$ cat src/rtl/mem_port_arbiter.sv
// mem_port_arbiter: shares one single-ported memory between the fetch (IF) and
// load/store (MEM) stages. It runs one request/ready/rvalid transaction at a time
// and freezes the pipeline with stall signals while an access is outstanding.
module mem_port_arbiter #(
    parameter int unsigned ADDR_W  = 32,
    parameter int unsigned DATA_W  = 32,
    parameter int unsigned TIMEOUT = 255
) (
    input  logic                clk,
    input  logic                rst,
    input  logic                if_req,
    input  logic [ADDR_W-1:0]   if_addr,
    input  logic                if_kill,
    output logic [DATA_W-1:0]   if_rdata,
    output logic                if_done,
    input  logic                mem_rd,
    input  logic                mem_wr,
    input  logic [ADDR_W-1:0]   mem_addr,
    input  logic [DATA_W-1:0]   mem_wdata,
    input  logic [DATA_W/8-1:0] mem_wstrb,
    output logic [DATA_W-1:0]   mem_rdata,
    output logic                mem_done,
    output logic                stall_if,
    output logic                stall_mem,
    output logic                m_req,
    output logic                m_we,
    output logic [ADDR_W-1:0]   m_addr,
    output logic [DATA_W-1:0]   m_wdata,
    output logic [DATA_W/8-1:0] m_wstrb,
    input  logic                m_ready,
    input  logic                m_rvalid,
    input  logic [DATA_W-1:0]   m_rdata,
    output logic                err
);

    localparam int unsigned CNT_W = $clog2(TIMEOUT + 1);
    localparam logic OWN_IF  = 1'b0;
    localparam logic OWN_MEM = 1'b1;

    typedef enum logic [1:0] {IDLE, REQ, WAIT, DONE} state_t;

    state_t             state_q, state_d;
    logic               last_grant_q, last_grant_d;
    logic               owner_q, owner_d;
    logic               discard_q, discard_d;
    logic [CNT_W-1:0]   cnt_q, cnt_d;
    logic [CNT_W-1:0]   cnt_inc;
    logic               timed_out;

    logic               m_req_d, m_we_d;
    logic [ADDR_W-1:0]  m_addr_d;
    logic [DATA_W-1:0]  m_wdata_d;
    logic [DATA_W/8-1:0] m_wstrb_d;
    logic [DATA_W-1:0]  if_rdata_d, mem_rdata_d;
    logic               if_done_d, mem_done_d, err_d;

    logic               if_live, mem_live, grant_mem, if_killed;

    // Request qualification and round-robin pick (a lone requester always wins)
    assign if_live   = if_req & ~if_kill;
    assign mem_live  = mem_rd | mem_wr;
    assign grant_mem = mem_live & (~if_live | (last_grant_q == OWN_IF));
    assign if_killed = (owner_q == OWN_IF) & if_kill;
    assign cnt_inc   = cnt_q + CNT_W'(1);
    assign timed_out = (cnt_inc == CNT_W'(TIMEOUT));

    // Pipeline stalls: hold a stage until its completion pulse arrives
    assign stall_mem = (mem_rd | mem_wr) & ~mem_done;
    assign stall_if  = (if_req & ~if_done) | stall_mem;

    // Next-state and registered-output logic
    always_comb begin
        state_d      = state_q;
        last_grant_d = last_grant_q;
        owner_d      = owner_q;
        discard_d    = discard_q;
        cnt_d        = cnt_q;
        m_req_d      = 1'b0;
        m_we_d       = m_we;
        m_addr_d     = m_addr;
        m_wdata_d    = m_wdata;
        m_wstrb_d    = m_wstrb;
        if_rdata_d   = if_rdata;
        mem_rdata_d  = mem_rdata;
        if_done_d    = 1'b0;
        mem_done_d   = 1'b0;
        err_d        = err;

        case (state_q)
            IDLE: begin
                if (if_live | mem_live) begin
                    owner_d      = grant_mem;
                    last_grant_d = grant_mem;
                    m_we_d       = grant_mem & mem_wr;
                    m_addr_d     = grant_mem ? mem_addr : if_addr;
                    m_wdata_d    = (grant_mem & mem_wr) ? mem_wdata : '0;
                    m_wstrb_d    = (grant_mem & mem_wr) ? mem_wstrb : '1;
                    cnt_d        = '0;
                    discard_d    = 1'b0;
                    m_req_d      = 1'b1;
                    state_d      = REQ;
                end
            end
            REQ: begin
                if (if_killed) begin
                    state_d = IDLE;
                end else if (m_ready) begin
                    cnt_d   = '0;
                    state_d = WAIT;
                end else if (timed_out) begin
                    err_d   = 1'b1;
                    state_d = IDLE;
                end else begin
                    cnt_d   = cnt_inc;
                    m_req_d = 1'b1;
                end
            end
            WAIT: begin
                if (if_killed) begin
                    discard_d = 1'b1;
                end
                if (m_rvalid) begin
                    if ((owner_q == OWN_IF) && (discard_q || if_kill)) begin
                        state_d = IDLE;
                    end else begin
                        state_d = DONE;
                        if (owner_q == OWN_IF) begin
                            if_rdata_d = m_rdata;
                            if_done_d  = 1'b1;
                        end else begin
                            mem_done_d = 1'b1;
                            if (!m_we) begin
                                mem_rdata_d = m_rdata;
                            end
                        end
                    end
                end else if (timed_out) begin
                    err_d   = 1'b1;
                    state_d = IDLE;
                end else begin
                    cnt_d = cnt_inc;
                end
            end
            DONE: begin
                state_d = IDLE;
            end
            default: begin
                state_d = IDLE;
            end
        endcase
    end

    // State and output registers with synchronous reset
    always_ff @(posedge clk) begin
        if (rst) begin
            state_q      <= IDLE;
            last_grant_q <= OWN_IF;
            owner_q      <= OWN_IF;
            discard_q    <= 1'b0;
            cnt_q        <= '0;
            m_req        <= 1'b0;
            m_we         <= 1'b0;
            m_addr       <= '0;
            m_wdata      <= '0;
            m_wstrb      <= '0;
            if_rdata     <= '0;
            mem_rdata    <= '0;
            if_done      <= 1'b0;
            mem_done     <= 1'b0;
            err          <= 1'b0;
        end else begin
            state_q      <= state_d;
            last_grant_q <= last_grant_d;
            owner_q      <= owner_d;
            discard_q    <= discard_d;
            cnt_q        <= cnt_d;
            m_req        <= m_req_d;
            m_we         <= m_we_d;
            m_addr       <= m_addr_d;
            m_wdata      <= m_wdata_d;
            m_wstrb      <= m_wstrb_d;
            if_rdata     <= if_rdata_d;
            mem_rdata    <= mem_rdata_d;
            if_done      <= if_done_d;
            mem_done     <= mem_done_d;
            err          <= err_d;
        end
    end

endmodule

$ cat config.mk
export PLATFORM = sky130hd
export DESIGN_NAME = mem_port_arbiter
export DESIGN_NICKNAME = d
export VERILOG_FILES = /design/src/rtl/mem_port_arbiter.sv
export SDC_FILE = /design/constraint.sdc
export NUM_CORES = 1
export LEC_CHECK = 0
export CAP_MARGIN = 20
export CORE_MARGIN = 2
export CORE_UTILIZATION = 41
export CTS_CLUSTER_SIZE = 8
export DETAILED_ROUTE_END_ITERATION = 8
export MAX_ROUTING_LAYER = met4
export PLACE_DENSITY = 0.9
export SLEW_MARGIN = 10
export SYNTH_ARGS = -nofsm -noshare
export SYNTH_HDL_FRONTEND = slang
export SYNTH_SLANG_ARGS = --single-unit
$ cat constraint.sdc
create_clock -name clk -period 2.6 [get_ports clk]
set_input_delay 0.52 -clock clk [delete_from_list [all_inputs] [get_ports clk]]
set_output_delay 0.52 -clock clk [all_outputs]
set_load 0.02 [all_outputs]
==> results.cfg, run 1 <==
[status]
status = finished, final reports clean

[logic_synthesis]
synth.avg_cell_area_um2 = 8.58
synth_cell_types = 52
synth-seq-cells = 149
seq_area_frac_synth_pct = 51.0
synth_edf_count = 0
async_flop_share_pct = 0
ys.flop_type = dfxtp_1
syn-num-nets = 828
yosysWarningCount = 0
synth_cells = 682
netlist_area_mm2 = 0.00585

[sta]
finalSetupViolations = 0
slew_headroom_pct = 53.8
hold_viol = 0
timing.final.crit_share_pct = 95.9
worst_pin_slew_ns = 0.693
grt_setup_unrepaired = no
slew_violations = 0
setup_tns_ns = 0
skew_ns = 0.0210
period_needed_ns = 2.49
max_freq_mhz = 401

[cells_and_area]
final_nets = 1086
n_antenna_cell = 0
drive_above_1_share_pct = 6.20
area_growth_pct = 61.0
postLayoutCellArea_mm2 = 0.00942

[placed_design]
gp_congestion = 0.853
dp_hpwl_um = 12300
dpl_cell_area_mm2 = 0.00883
io_buffers = 278

[die]
rows = 43
core_mm2 = 0.0139
fp.dieArea_mm2 = 0.0152
fp.dieH_um = 123
io_pins = 279
start_util_pct = 42.0
die_x_um = 123

[job]
maxCapViolCount = 0

[detailed_routing]
dr.pass1.iters = 6
vias = 5798
drt_iter0_drc = 340
via_per_inst = 5.12
route.detailed.drc = 0
wl_per_cell_um = 15.6
wl_um = 17600
ant_nets = 0

[clocking]
holdBufCountCts = 0
cts_setup_buffers = 0
clock_sinks = 149
clk_pin_slew_ns = 0.06
cts_resized = 0
ctsRootBufferMaster = clkbuf_16
cts_max_level = 4
clkLatencyLatePin_ns = 0.43
numCtsBuffers = 17
clockBufferDepth = 2
tritoncts = built

[critical_path]
worstSetupPathType = in2out
arrival_ns = 1.97
worstSetupEndpointType = output pin
critPathLaunchType = input port
critPathLaunch = if_req
worstPathRequired_ns = 2.08
r2r-start = cnt_q[0]
path_max_fanout = 3

[pwr]
combPwrFrac_pct = 16.8
seqPwrFrac_pct = 41.7
p_switching_mw = 1.53
powerDensity_mw_per_mm2 = 624
internal_power_mw = 4.35
leakagePower_nw = 3.50
clockPowerShare_pct = 41.5
irDropWorstVdd_mv = 0.499
swShare_pct = 26.0

[worst_hold_path]
hold_class = reg2reg
hold_path_startpoint = if_rdata[14]

[global_route]
grt_max_degree = 69
grt_first_pass_wirelength_um = 27200
grt_pass1_vias = 5488
antenna_found_initial = 0
grt_use_total_pct = 23.7
overflow = 0
-- layout make-up --
cell class,instances,area [um^2]
repair buffers,291,2950
fillers,1062,4510
multi-input cells,473,2640
well taps,180,225
inverters,8,30.0
flip-flops and latches,149,2980
clock buffers,18,439
clock inverters,13,149
-- registers in the layout, summed over array words and instances (netlist names), 2 cells and up --
signal / count
m_wdata: 32
mem_rdata: 32
state_q: 2
m_wstrb: 4
m_addr: 32
cnt_q: 8
if_rdata: 32
-- cells in the mapped netlist, types with 3 or more instances --
cell type  instances  share of area [%]
a22oi_1           34                4.4
buf_2              9               0.77
ha_1               6                1.3
o21ai_0            6               0.51
nand2_1          132                8.5
inv_1              8               0.51
nand2b_1           5               0.53
clkbuf_1          37                2.4
nor2b_1            4               0.43
xor2_1             3               0.45
a21oi_1           73                6.2
nor3_1             4               0.34
a211oi_1          34                4.4
nand3_1            7               0.60
dfxtp_1          149                 51
mux2i_1           32                5.5
nor2_1            92                5.9
-- placed cells by master (no fill, tap or decap), types with 2 or more instances in the layout --
cell type and instances:
and2_1 2, mux2i_1 32, nand3_1 7, dfxtp_1 149
clkinvlp_4 3, xor2_1 3, o21ai_0 6, nand4_1 2
o21bai_1 2, buf_4 8, ha_1 6, or2_2 2
and3_2 2, nand2_1 132, nor2b_1 4, clkdlybuf4s50_1 277
bufinv_16 2, o21a_1 2, a31oi_1 2, buf_12 6
nor2_2 2, nor2_1 90, a211oi_1 34, inv_6 4
o211ai_1 2, nor3_1 4, o22ai_1 2, clkinv_4 3
nand2b_1 5, a22oi_1 34, clkbuf_16 17, a21oi_1 73
a21o_1 2, inv_1 8
-- logic make-up (layout without fill, tap and decap cells) --
logic type	after synthesis	after routing	synth area share (%)
AO/OA/AOI/OAI	169	169	18.8
XOR/XNOR	3	3	0.449
adder cells (fa/ha/maj)	6	6	1.28
buffers and inverters	60	330	4.40
flip-flops	149	149	51.0
multiplexers	32	32	5.47
AND/OR/NAND/NOR	263	263	18.6
-- per-layer routing --
| layer | global-route usage, % | part of all wire (%) | vias to the layer above |
|---|---|---|---|
| li1 | - | - | 2851 |
| met1 | 25.9 | 40 | 2690 |
| met2 | 40.2 | 51 | 227 |
| met3 | 7.10 | 6.9 | 30 |
| met4 | 9.52 | 2.0 | 0 |
| met5 | - | 0 | - |
-- worst max-delay path, stage by stage --
cell	delay (ns)
clkdlybuf4s50_1	0.59
inv_1	0.06
o22ai_1	0.17
clkdlybuf4s50_1	0.62
-- worst paths after layout --
check,end,slack [ns],cells after the start
worst max register to register,m_req,0.57,6
worst min-delay path,if_rdata[14],0.45,2
worst min register to register,if_rdata[14],0.45,2
worst max-delay path,stall_if,0.11,4
-- power by group through the flow --
stage	Clock, mW	Combinational [mW]	Sequential, mW
floorplan	0	0.334	2.61
global placement	0	0.974	2.50
detailed placement	0	0.987	2.50
CTS	2.50	0.993	2.45
global route	2.58	1.06	2.46
finish	2.44	0.988	2.45
-- per-stage QoR --
| stage | hold WS, ns | worst slack, ns | cells | power [mW] | util (%) |
|---|---|---|---|---|---|
| 2_1_floorplan | 0.486 | 0.725 | 682 | 2.95 | - |
| 3_3_place_gp | 0.440 | 0.119 | 1101 | 3.47 | 63.4 |
| 3_5_place_dp | 0.445 | 0.131 | 1101 | 3.49 | 63.4 |
| 4_1_cts | 0.454 | 0.130 | 1132 | 5.94 | 67.6 |
| 5_1_grt | 0.474 | 0.0500 | 1132 | 6.11 | 67.6 |
| 6_report | 0.452 | 0.107 | 1132 | 5.88 | 67.6 |
No activity file was read; power rests on OpenSTA's default activity.
==> inputs of run 2 (changes only) <==
--- a/config.mk
+++ b/config.mk
@@ -5,9 +5,12 @@
 export SDC_FILE = /design/constraint.sdc
 export NUM_CORES = 1
 export LEC_CHECK = 0
+export ABC_AREA = 1
+export ABC_CLOCK_PERIOD_IN_PS = 2600
 export CAP_MARGIN = 20
 export CORE_MARGIN = 2
 export CORE_UTILIZATION = 41
+export CTS_BUF_LIST = sky130_fd_sc_hd__clkbuf_8 sky130_fd_sc_hd__clkbuf_16
 export CTS_CLUSTER_SIZE = 8
 export DETAILED_ROUTE_END_ITERATION = 8
 export MAX_ROUTING_LAYER = met4
==> run 2 against run 1 <==
Against the previous run: hold slack better by 0.0069 ns; cell area up 0.86%; via count rose by 7.7%; synthesized cell count up 11%; maximum frequency grew 2.0%; area after synthesis rose by 1.9%; sequential cell count is the same; non-clock buffer count grew 1; largest cell class unchanged; highest routed layer unchanged.
==> results.cfg, run 2 <==
[logic_synthesis]
synth-xor-area-share_pct = 0.273
synth-compound-area-share_pct = 17.6
syn-num-nets = 901
synth_mux_area_share_pct = 0
yosys-top-cells-count = 149 x dfxtp_1, 125 x nand2_1, 109 x nor2_1, 75 x nand3_1, 50 x inv_1
synth.area.top_cells = dfxtp_1 50%, nand2_1 7.9%, nor2_1 6.9%
netlist_area_mm2 = 0.00597
synth_cells = 755
synth_top_area_cell = dfxtp_1
ys.flop_type = dfxtp_1
synth_cell_types = 36
synth-seq-cells = 149
yosys.area_share.adder_pct = 1.26
synth.avg_cell_area_um2 = 7.90
synthSimpleGateAreaFrac_pct = 23.5
seq_area_frac_synth_pct = 50.0
synth_edf_count = 0
synth_top_family_by_area = simple AND/OR/NAND/NOR gates
netlist.area_leader.share_pct = 50.0
async_flop_share_pct = 0
synth.most_common_cell = dfxtp_1
yosysWarningCount = 0

[worst_hold_path]
hold_class = reg2reg
hold_path_startpoint = if_rdata[1]

[sta]
grt_setup_unrepaired = no
timing.final.crit_share_pct = 94.0
max_freq_mhz = 409
slew_headroom_pct = 47.1
skew_ns = 0.0113
hold_viol = 0
finalSetupViolations = 0
period_needed_ns = 2.44
worst_pin_slew_ns = 0.793
slew_violations = 0
setup_tns_ns = 0

[detailed_routing]
vias = 6244
drt_iter0_drc = 437
wl_um = 19000
via_per_inst = 5.15
dr.pass1.iters = 5
wl_per_cell_um = 15.6
ant_nets = 0
route.detailed.drc = 0

[cells_and_area]
area_growth_pct = 59.3
multi_input_area_mm2 = 0.00254
drive_above_1_share_pct = 7.58
final_nets = 1162
n_antenna_cell = 0
fin_util_pct = 66.1
fill_cells = 1145
final_common_cell = clkdlybuf4s50_1
ff_latch_area_mm2 = 0.00298
mostFrequentLayoutCells = 277 x clkdlybuf4s50_1, 149 x dfxtp_1, 125 x nand2_1

[clocking]
ctsRootBufferMaster = clkbuf_16
clockBufferDepth = 2
holdBufCountCts = 0
numCtsBuffers = 17
tritoncts = built
cts_max_level = 4
cts_setup_buffers = 0
clock_sinks = 149
clkLatencyLatePin_ns = 0.42
cts_resized = 0
clk_pin_slew_ns = 0.06

[die]
die_x_um = 125
io_pins = 279
fp.dieH_um = 125
fp.dieArea_mm2 = 0.0155
rows = 44
core_mm2 = 0.0144
start_util_pct = 41.5

[pwr]
swShare_pct = 25.5
powerDensity_mw_per_mm2 = 637
seqPwrFrac_pct = 40.6
irDropWorstVdd_mv = 0.418
internal_power_mw = 4.51
clockPowerShare_pct = 42.4
leakagePower_nw = 3.84
p_switching_mw = 1.54
combPwrFrac_pct = 17.0

[critical_path]
worstSetupEndpointType = output pin
arrival_ns = 1.92
slowest_delay_ns = 0.55
rrSetupSlack_ns = 0.72
critPathLaunchType = input port
worstSetupPathType = in2out
slowest_stage = clkdlybuf4s50_1
critPathLaunch = mem_wr
r2r-start = state_q[0]
path_max_fanout = 4
cp_common_cell = clkdlybuf4s50_1
worstPathRequired_ns = 2.08
crit_chain = clkdlybuf4s50_1 -> nor2_2 -> o22ai_1 -> clkdlybuf4s50_1

[global_route]
grt_first_pass_wirelength_um = 30200
grt_pass1_vias = 5984
grt_max_degree = 71
grt_use_total_pct = 24.6
antenna_found_initial = 0
overflow = 0

[placed_design]
io_buffers = 278
gp_congestion = 0.920
dp_hpwl_um = 13100

[job]
maxCapViolCount = 0

[status]
status = finished, final reports clean
==> run 2: worst paths after layout <==
check	depth (start not counted)	end
setup / recovery	4	stall_if
hold / removal	2	if_rdata[1]
setup reg to reg	8	mem_rdata[24]
hold reg to reg	2	if_rdata[1]
==> run 2: critical path: cells and delay by family <==
| kind | cells | cell delay, ns |
|---|---|---|
| AND/OR/NAND/NOR | 1 | 0.30 |
| buffers and inverters | 2 | 0.98 |
| AO/OA/AOI/OAI | 1 | 0.12 |
==> run 2: layer usage <==
| layer | track usage, % | routed length (um) | vias to the layer above |
|---|---|---|---|
| met5 | - | 0 | - |
| met3 | 6.79 | 1420 | 58 |
| met2 | 38.7 | 9010 | 282 |
| met1 | 29.0 | 7750 | 2861 |
| met4 | 12.1 | 782 | 0 |
| li1 | - | - | 3043 |
==> run 2: kinds of logic after synthesis <==
kind of cell,after synthesis
and+or+nand+nor,326
buffers and inverters,108
adders and majority gates,6
AOI/OAI and AO/OA,165
xor gates and xnor gates,1
DFF,149
==> run 2: cell type report <==
type	count	area share, %
clock inverter	14	1.95
multi-input combinational	498	26.7
tap	184	2.42
sequential	149	31.4
inverter	58	2.29
timing repair buffer	292	30.6
clock buffer	18	4.62
==> run 2: per-stage QoR <==
stage	cell area [um^2]	worst slack, ns	std cells	hold slack, ns	power, mW
after floorplan	5970	1.01	755	0.441	3.00
after global placement	8880	0.180	1181	0.447	3.51
after detailed placement	8880	0.174	1181	0.452	3.52
after CTS	9500	0.173	1213	0.461	6.09
after global routing	9500	0.0901	1213	0.478	6.29
final	9500	0.155	1213	0.459	6.05
==> run 2: power groups by stage <==
| stage | clock (mW) | combinational (mW) | sequential (mW) |
|---|---|---|---|
| CTS | 2.60 | 1.03 | 2.46 |
| finish | 2.57 | 1.03 | 2.46 |
| detailed placement | 0 | 1.02 | 2.50 |
| global placement | 0 | 1.01 | 2.50 |
| floorplan | 0 | 0.383 | 2.62 |
| global route | 2.72 | 1.10 | 2.47 |
==> inputs of run 3 (changes only) <==
--- a/config.mk
+++ b/config.mk
@@ -15,6 +15,7 @@
 export DETAILED_ROUTE_END_ITERATION = 8
 export MAX_ROUTING_LAYER = met4
 export PLACE_DENSITY = 0.9
+export RECOVER_POWER = 50
 export SLEW_MARGIN = 10
 export SYNTH_ARGS = -nofsm -noshare
 export SYNTH_HDL_FRONTEND = slang
==> run 3 against run 2 <==
Against the previous run: clock skew rose by 0.00097 ns; largest cell class unchanged; first-iteration DRC count shrank 9.2%; core utilization decreased by 0.42 points; worst setup slack better by 0.0030 ns; largest power group unchanged.
==> results.cfg, run 3 (synthesized netlist as in run 2, its figures left out) <==
[critical_path]
critPathLaunchType = input port
worstSetupPathType = in2out
worstSetupEndpointType = output pin
crit_cells = 4
rrSetupSlack_ns = 0.50
crit_family = buffers and inverters
worstPathRequired_ns = 2.08
path_buf_inv = 2
path_max_fanout = 4
r2r_end = m_wdata[21]
rr_worst_depth = 7
r2r-start = state_q[1]
slowest_stage = clkdlybuf4s50_1
endpoint = stall_if
cp_common_cell = clkdlybuf4s50_1
crit_chain = clkdlybuf4s50_1 -> nor2_2 -> o22ai_1 -> clkdlybuf4s50_1
slowest_delay_ns = 0.55
arrival_ns = 1.92
critPathLaunch = mem_rd

[pwr]
powerDensity_mw_per_mm2 = 638
total_power_mw = 6.02
internal_power_mw = 4.48
irDropWorstVdd_mv = 0.418
p_switching_mw = 1.54
seqPwrFrac_pct = 40.8
combPwrFrac_pct = 16.6
leakagePower_nw = 4.06
clockPowerShare_pct = 42.7
swShare_pct = 25.5

[global_route]
antenna_found_initial = 0
grt_use_total_pct = 24.6
grt_pass1_vias = 5984
grt_first_pass_wirelength_um = 30200
grt_max_degree = 71
overflow = 0

[detailed_routing]
ant_nets = 0
route.detailed.drc = 0
vias = 6248
dr.pass1.iters = 6
wl_per_cell_um = 15.6
via_per_inst = 5.15
wl_um = 19000
drt_iter0_drc = 397

[job]
maxCapViolCount = 0

[sta]
slew_violations = 0
period_needed_ns = 2.44
finalSetupViolations = 0
timing.final.crit_share_pct = 93.9
max_freq_mhz = 410
hold_viol = 0
slew_headroom_pct = 47.8
layout_setup_ws_ns = 0.158
setup_tns_ns = 0
skew_ns = 0.0123
grt_setup_unrepaired = no
worst_pin_slew_ns = 0.783

[cells_and_area]
drive_above_1_share_pct = 6.90
fin_util_pct = 65.7
fill_cells = 1151
multi_input_area_mm2 = 0.00250
final_nets = 1162
ff_latch_area_mm2 = 0.00298
n_antenna_cell = 0
postLayoutCellArea_mm2 = 0.00944
final_common_cell = clkdlybuf4s50_1
mostFrequentLayoutCells = 203 x clkdlybuf4s50_1, 149 x dfxtp_1, 126 x nand2_1
area_growth_pct = 58.3

[placed_design]
io_buffers = 278
dp_hpwl_um = 13100
dp_slack_ns = 0.174
dpl_cell_area_mm2 = 0.00888
gp_congestion = 0.920

[die]
io_pins = 279
start_util_pct = 41.5
fp.dieH_um = 125
rows = 44
core_mm2 = 0.0144
die_x_um = 125
fp.dieArea_mm2 = 0.0155

[clocking]
ctsRootBufferMaster = clkbuf_16
clock_sinks = 149
cts_resized = 0
holdBufCountCts = 0
clk_pin_slew_ns = 0.06
tritoncts = built
clkLatencyLatePin_ns = 0.42
numCtsBuffers = 17
cts_max_level = 4
cts_setup_buffers = 0
clockBufferDepth = 2

[worst_hold_path]
hold_class = reg2reg

[status]
status = finished, final reports clean
## run 3: worst min-delay path by stage
| stage | from | slack, ns | end | cells past startpoint |
|---|---|---|---|---|
| floorplan | cnt_q[7] | 0.44 | cnt_q[7] | 2 |
| global placement | if_rdata[14] | 0.45 | if_rdata[14] | 2 |
| detailed placement | if_rdata[8] | 0.45 | if_rdata[8] | 2 |
| CTS | if_rdata[8] | 0.46 | if_rdata[8] | 2 |
| global route | if_rdata[1] | 0.47 | if_rdata[1] | 2 |
| finish | if_rdata[8] | 0.46 | if_rdata[8] | 2 |
## run 3: routing by layer
layer / vias to the layer above / wire length (um) / GRT usage (%)
li1: 3044 / - / -
met5: - / 0 / -
met1: 2881 / 7910 / 29.0
met3: 59 / 1330 / 6.79
met2: 264 / 8960 / 38.7
met4: 0 / 774 / 12.1
## run 3: worst register-to-register path: stages (launching register included)
cell and delay, ns:
dfxtp_1 0.33, inv_1 0.11, ha_1 0.21, nand2_1 0.20, nor2_1 0.25, clkbuf_2 0.56, a22oi_1 0.16, nor2_1 0.18
## run 3: cell type report
type                    instances  share of cell area (%)
flip-flops and latches        149                    31.6
multi-input cells             498                    26.5
inverters                      58                    2.31
repair buffers                292                    30.6
clock inverters                14                    1.96
clock buffers                  18                    4.65
well taps                     184                    2.44
## run 3: through the flow
stage	cells	hold slack (ns)
after CTS	1213	0.461
after global routing	1213	0.475
after floorplan	755	0.441
after global placement	1181	0.447
final	1213	0.455
after detailed placement	1181	0.452
## run 3: power groups by stage
stage	clock [mW]	sequential (mW)	combinational, mW
after floorplan	0	2.62	0.383
after global placement	0	2.50	1.01
after detailed placement	0	2.50	1.02
after CTS	2.60	2.46	1.03
after global routing	2.72	2.47	1.07
final	2.57	2.46	0.997
